`src/rtl/fetch_prefetch_unit.sv`:
```
`default_nettype none
// ============================================================================
// Module      : fetch_prefetch_unit
// Description : Instruction-fetch front end feeding the IF/ID register.
//               Owns the fetch PC and issues in-order requests to a pipelined,
//               variable-latency instruction memory. Returned words are
//               buffered in a small prefetch queue and presented to decode
//               over a valid/ready handshake. A redirect from EX flushes the
//               queue and drops wrong-path responses still in flight.
// Ports       : CLK, reset            - clock, synchronous active-high reset
//               startpc               - fetch address loaded on reset
//               imem_req/addr/gnt     - request channel to instruction memory
//               imem_rvalid/rdata     - in-order response channel
//               redirect/redirect_pc  - taken-branch redirect from EX
//               id_ready              - decode accepts the queue head
//               if_valid/instr/pc     - queue head towards decode
//               fetch_pc              - next address to be requested
// Revision    : 1.0 - initial release
// ============================================================================
module fetch_prefetch_unit #(
  parameter int QDEPTH = 4,
  parameter int MAXOUT = 2
) (
  input  logic        CLK,
  input  logic        reset,
  input  logic [63:0] startpc,
  output logic        imem_req,
  output logic [63:0] imem_addr,
  input  logic        imem_gnt,
  input  logic        imem_rvalid,
  input  logic [31:0] imem_rdata,
  input  logic        redirect,
  input  logic [63:0] redirect_pc,
  input  logic        id_ready,
  output logic        if_valid,
  output logic [31:0] if_instr,
  output logic [63:0] if_pc,
  output logic [63:0] fetch_pc
);

  localparam int c_PW = $clog2(QDEPTH);      // queue pointer width
  localparam int c_CW = c_PW + 1;            // queue occupancy width
  localparam int c_OW = $clog2(MAXOUT + 1);  // outstanding / drop width
  localparam int c_SW = c_CW + 1;            // occupancy + outstanding width

  localparam logic [c_OW-1:0] c_MAXOUT = c_OW'(MAXOUT);
  localparam logic [c_SW-1:0] c_QDEPTH = c_SW'(QDEPTH);

  logic [31:0]      r_instr [QDEPTH];
  logic [63:0]      r_pc    [QDEPTH];
  logic [c_PW-1:0]  r_rd;
  logic [c_PW-1:0]  r_wr;
  logic [c_CW-1:0]  r_count;
  logic [c_OW-1:0]  r_out;
  logic [c_OW-1:0]  r_drop;
  logic [63:0]      r_fetch_pc;
  logic [63:0]      r_resp_pc;

  logic             w_accept;
  logic             w_resp;
  logic             w_push;
  logic             w_pop;
  logic [c_SW-1:0]  w_credit_used;

  // Queue slots already spoken for: words buffered plus words still in flight.
  // Never issuing beyond QDEPTH of these is what keeps the queue from
  // overflowing without any back-pressure on the response channel.
  assign w_credit_used = c_SW'(r_out) + c_SW'(r_count);

  assign imem_req  = ~reset & ~redirect & (r_out < c_MAXOUT) & (w_credit_used < c_QDEPTH);
  assign imem_addr = r_fetch_pc;
  assign fetch_pc  = r_fetch_pc;

  // A response with nothing outstanding (e.g. one that straddled a reset)
  // is not ours and is ignored.
  assign w_accept = imem_req & imem_gnt;
  assign w_resp   = imem_rvalid & (r_out != '0);
  assign w_push   = w_resp & (r_drop == '0);
  assign w_pop    = if_valid & id_ready;

  assign if_valid = (r_count != '0) & ~redirect;
  assign if_instr = r_instr[r_rd];
  assign if_pc    = r_pc[r_rd];

  always_ff @(posedge CLK) begin
    if (reset) begin
      r_rd       <= '0;
      r_wr       <= '0;
      r_count    <= '0;
      r_out      <= '0;
      r_drop     <= '0;
      r_fetch_pc <= startpc & ~64'h3;
      r_resp_pc  <= startpc & ~64'h3;
      for (int i = 0; i < QDEPTH; i++) begin
        r_instr[i] <= '0;
        r_pc[i]    <= '0;
      end
    end else if (redirect) begin
      r_rd       <= '0;
      r_wr       <= '0;
      r_count    <= '0;
      r_fetch_pc <= redirect_pc & ~64'h3;
      r_resp_pc  <= redirect_pc & ~64'h3;
      r_out      <= r_out - c_OW'(w_resp);
      // Every request still in flight after this cycle is wrong-path.
      // Entries already marked for dropping are part of r_out, so the new
      // drop count is simply what remains outstanding.
      r_drop     <= r_out - c_OW'(w_resp);
    end else begin
      r_out <= r_out + c_OW'(w_accept) - c_OW'(w_resp);
      if (w_accept) begin
        r_fetch_pc <= r_fetch_pc + 64'd4;
      end
      if (w_resp && (r_drop != '0)) begin
        r_drop <= r_drop - c_OW'(1);
      end
      if (w_push) begin
        r_instr[r_wr] <= imem_rdata;
        r_pc[r_wr]    <= r_resp_pc;
        r_wr          <= r_wr + c_PW'(1);
        r_resp_pc     <= r_resp_pc + 64'd4;
      end
      if (w_pop) begin
        r_rd <= r_rd + c_PW'(1);
      end
      case ({w_push, w_pop})
        2'b10:   r_count <= r_count + c_CW'(1);
        2'b01:   r_count <= r_count - c_CW'(1);
        default: r_count <= r_count;
      endcase
    end
  end

endmodule
`default_nettype wire

```
`config.mk`:
```
export PLATFORM = sky130hd
export DESIGN_NAME = fetch_prefetch_unit
export DESIGN_NICKNAME = d
export VERILOG_FILES = /design/src/rtl/fetch_prefetch_unit.sv
export SDC_FILE = /design/constraint.sdc
export NUM_CORES = 1
export LEC_CHECK = 0
export ABC_AREA = 1
export CAP_MARGIN = 20
export CORE_MARGIN = 4
export CORE_UTILIZATION = 50
export DETAILED_ROUTE_END_ITERATION = 7
export PLACE_DENSITY = 0.77
export SLEW_MARGIN = 20
export SYNTH_ARGS = -nofsm -noshare
export SYNTH_HDL_FRONTEND = slang
export SYNTH_SLANG_ARGS = --single-unit
```
`constraint.sdc`:
```
create_clock -name CLK -period 4.3 [get_ports CLK]
set_input_delay 0.86 -clock CLK [delete_from_list [all_inputs] [get_ports CLK]]
set_output_delay 0.86 -clock CLK [all_outputs]
set_load 0.02 [all_outputs]
```
==> flow_metrics.tcl <==
set metrics [dict create \
    outcome "finished, final reports clean" \
    yosysUniqueCellTypes 41 \
    report.final.slew_viol_count 0 \
    clock_path_buffers 3 \
    arrival_ns 3.09 \
    grt_max_degree 127 \
    io_pins 392 \
    syn_area_um2 25800 \
    root_buffer "clkbuf_16" \
    fin_ws_ns 0.349 \
    critPathLaunchType "flop" \
    ys_seq_area_share_pct 59.2 \
    synth_top_area_share_pct 58.2 \
    slew-limit-headroom_pct 35.9 \
    async_reset_ff_share_pct 0 \
    synthTopCellsByArea "edfxtp_1 58%, nor2_1 12%, nand2_1 6.7%" \
    worstSkewPairLatency_ns 0.61 \
    hold_path_class "reg2reg" \
    hold_viol 0 \
    pwr-share-seq_pct 49.2 \
    internal-power_mw 9.14 \
    wl_met2_um 42100 \
    setup_viol 0 \
    worst-r2r-setup-slack_ns 1.76 \
    critical_path.top_delay_family "buffers and inverters" \
    end_kind "primary output" \
    crit_type "reg2out" \
    cp_max_fo 41 \
    via_per_inst 5.68 \
    drive_gt1_share_pct 4.43 \
    wl_per_cell_um 22.4 \
    ys.flop_type "edfxtp_1" \
    gp_congestion 0.914 \
    fin_setup_tns_ns 0 \
    total_power_mw 12.5 \
    rows 83 \
    drtIter0Drc 2372 \
    p_switching_mw 3.36 \
    worstMarginPinSlew_ns 0.962 \
    worstPathCellList "buf_4 -> o21ai_0 -> o22ai_1 -> clkdlybuf4s50_1" \
    pwr-share-comb_pct 13.7 \
    fp.dieW_um 235 \
    wl_met1_um 34400 \
    antenna_left 0 \
    swShare_pct 26.9 \
    fin_nets 3296 \
    p_clk_share_pct 37.2 \
    p_leak_nw 12.1 \
    period_share_pct 91.9 \
    floorplan.initialDensity_pct 50.4 \
    dieArea_um2 55300 \
    min_from "r_rd[1]" \
    place_hpwl_um 59500 \
    port-buffer-count 381 \
    post_cts_resize_count 0 \
    post-route-util_pct 61.9 \
    r2r_end "r_pc[1][50]" \
    cts.sinks 513 \
    reg2reg_depth 9 \
    cts_tree "done" \
    post-place-ws_ns 0.638 \
    synth_edf_count 500 \
    finClkSkew_ns 0.0149 \
    hold_ws_ns 0.497 \
    grt-ovfl-total 0 \
    grt.total_usage_pct 29.9 \
    route.met3.wl_um 7180 \
    yosysMostFrequentCell "nor2_1" \
    antenna_found_initial 0 \
    min_period_ns 3.95 \
    htreeDepth 2 \
    drt-total-wl_um 86100 \
    area_delta_synth_final_pct 22.7 \
    cts_setup_buffers 0 \
    rsz0062_at_grt "false" \
    power-per-cell-area_nw_per_um2 395 \
    synth_common_cells "816 x nor2_1, 500 x edfxtp_1, 461 x nand2_1, 284 x o21ai_0, 180 x inv_1" \
    cts-hold-fix-buffers 0 \
    first_global_vias 21075 \
    core_area_um2 51200 \
    cts.reportedPaths.clkPinSlew_ns 0.06 \
    die_height_um 235 \
    fmax_mhz 253 \
    synth-seq-cells 513 \
    worst_path_max_delay_cell "dfxtp_2" \
    grt_pass1_wl_um 129000 \
    synth.largest_area_cell "edfxtp_1" \
    ys_warn_count 0 \
    diodes 0 \
    maxCapViolations 0 \
    vdd_drop_max_v 0.000313 \
    num-fill-cells 4206 \
    syn_inst 2840 \
    critPathMaxStageDelay_ns 0.93 \
    timing.rr.start "r_out[1]" \
    path_buf_inv 2 \
    drt_pass1_iterations 6 \
    holdPathStages 1 \
    cts_made_buffers 53 \
    topRoutingLayerUsed "met4" \
    syn_area_per_cell_um2 9.09 \
    vias 21798 \
    drc 0 \
    worstPathRequired_ns 3.44 \
]
[cell families after synthesis]
family / Yosys count / share of synthesized area, %
buf+inv: 381 / 6.98
simple gates: 1419 / 21.6
compound gates: 483 / 10.6
flops: 513 / 59.2
xor+xnor: 34 / 1.15
other cells: 1 / 0.0145
fa+ha+maj: 9 / 0.465
[stage by stage]
step	cell area (µm²)	instances
floorplan	25800	2845
global placement	29900	3746
detailed placement	29900	3746
CTS	31700	3841
global route	31700	3841
finish	31700	3841
[placed cells by master (no fill, tap or decap), drive strengths merged, types with 3 or more instances in the layout]
cell,count
inv,184
xnor2,14
nor3,7
edfxtp,500
nand2,465
nor2,823
dfxtp,13
nand4,17
conb,6
clkbuf,63
o22ai,94
clkinv,22
ha,8
bufinv,6
o21bai,13
a31oi,3
a21oi,20
nand3b,5
a22oi,61
xor2,20
clkinvlp,4
clkdlybuf4s50,380
o21ai,286
buf,38
nand3,97
[worst max-delay path by stage]
stage / slack, ns / to / depth (start not counted) / from
after global placement: 0.69 / r_pc[1][46] / 10 / redirect
after floorplan: 0.36 / r_instr[3][0] / 5 / reset
final: 0.35 / if_pc[51] / 4 / flop
after global routing: 0.27 / if_pc[51] / 4 / flop
after CTS: 0.35 / if_pc[51] / 4 / flop
after detailed placement: 0.64 / r_pc[1][50] / 10 / redirect
[metal layers]
layer,global-route usage (%),vias up
met4,7.53,0
met2,50.4,1147
met1,41.5,10429
li1,-,10101
met5,0,-
met3,3.96,121
[cell type report]
class,instances,area [µm²],share of cell area [%]
Clock buffer,63,1390,4.37
Clock inverter,32,347,1.09
Inverter,184,696,2.20
Multi-Input combinational cell,1951,8810,27.8
Sequential cell,513,15300,48.2
Tap cell,680,851,2.69
Timing Repair Buffer,418,4310,13.6
[sequential cells by signal, indices dropped and copies added (netlist names), 3 cells and up, named ones only]
register,cells
fetch_pc,62
r_count,3
r_instr,128
r_pc,248
r_resp_pc,62
[power groups by stage]
stage	sequential (mW)	clock, mW	combinational, mW
finish	6.15	4.65	1.71
global route	6.18	4.89	1.84
global placement	6.23	0	1.68
CTS	6.14	4.68	1.71
detailed placement	6.24	0	1.70
floorplan	6.20	0	0.877
No activity file was read; power rests on OpenSTA's default activity.
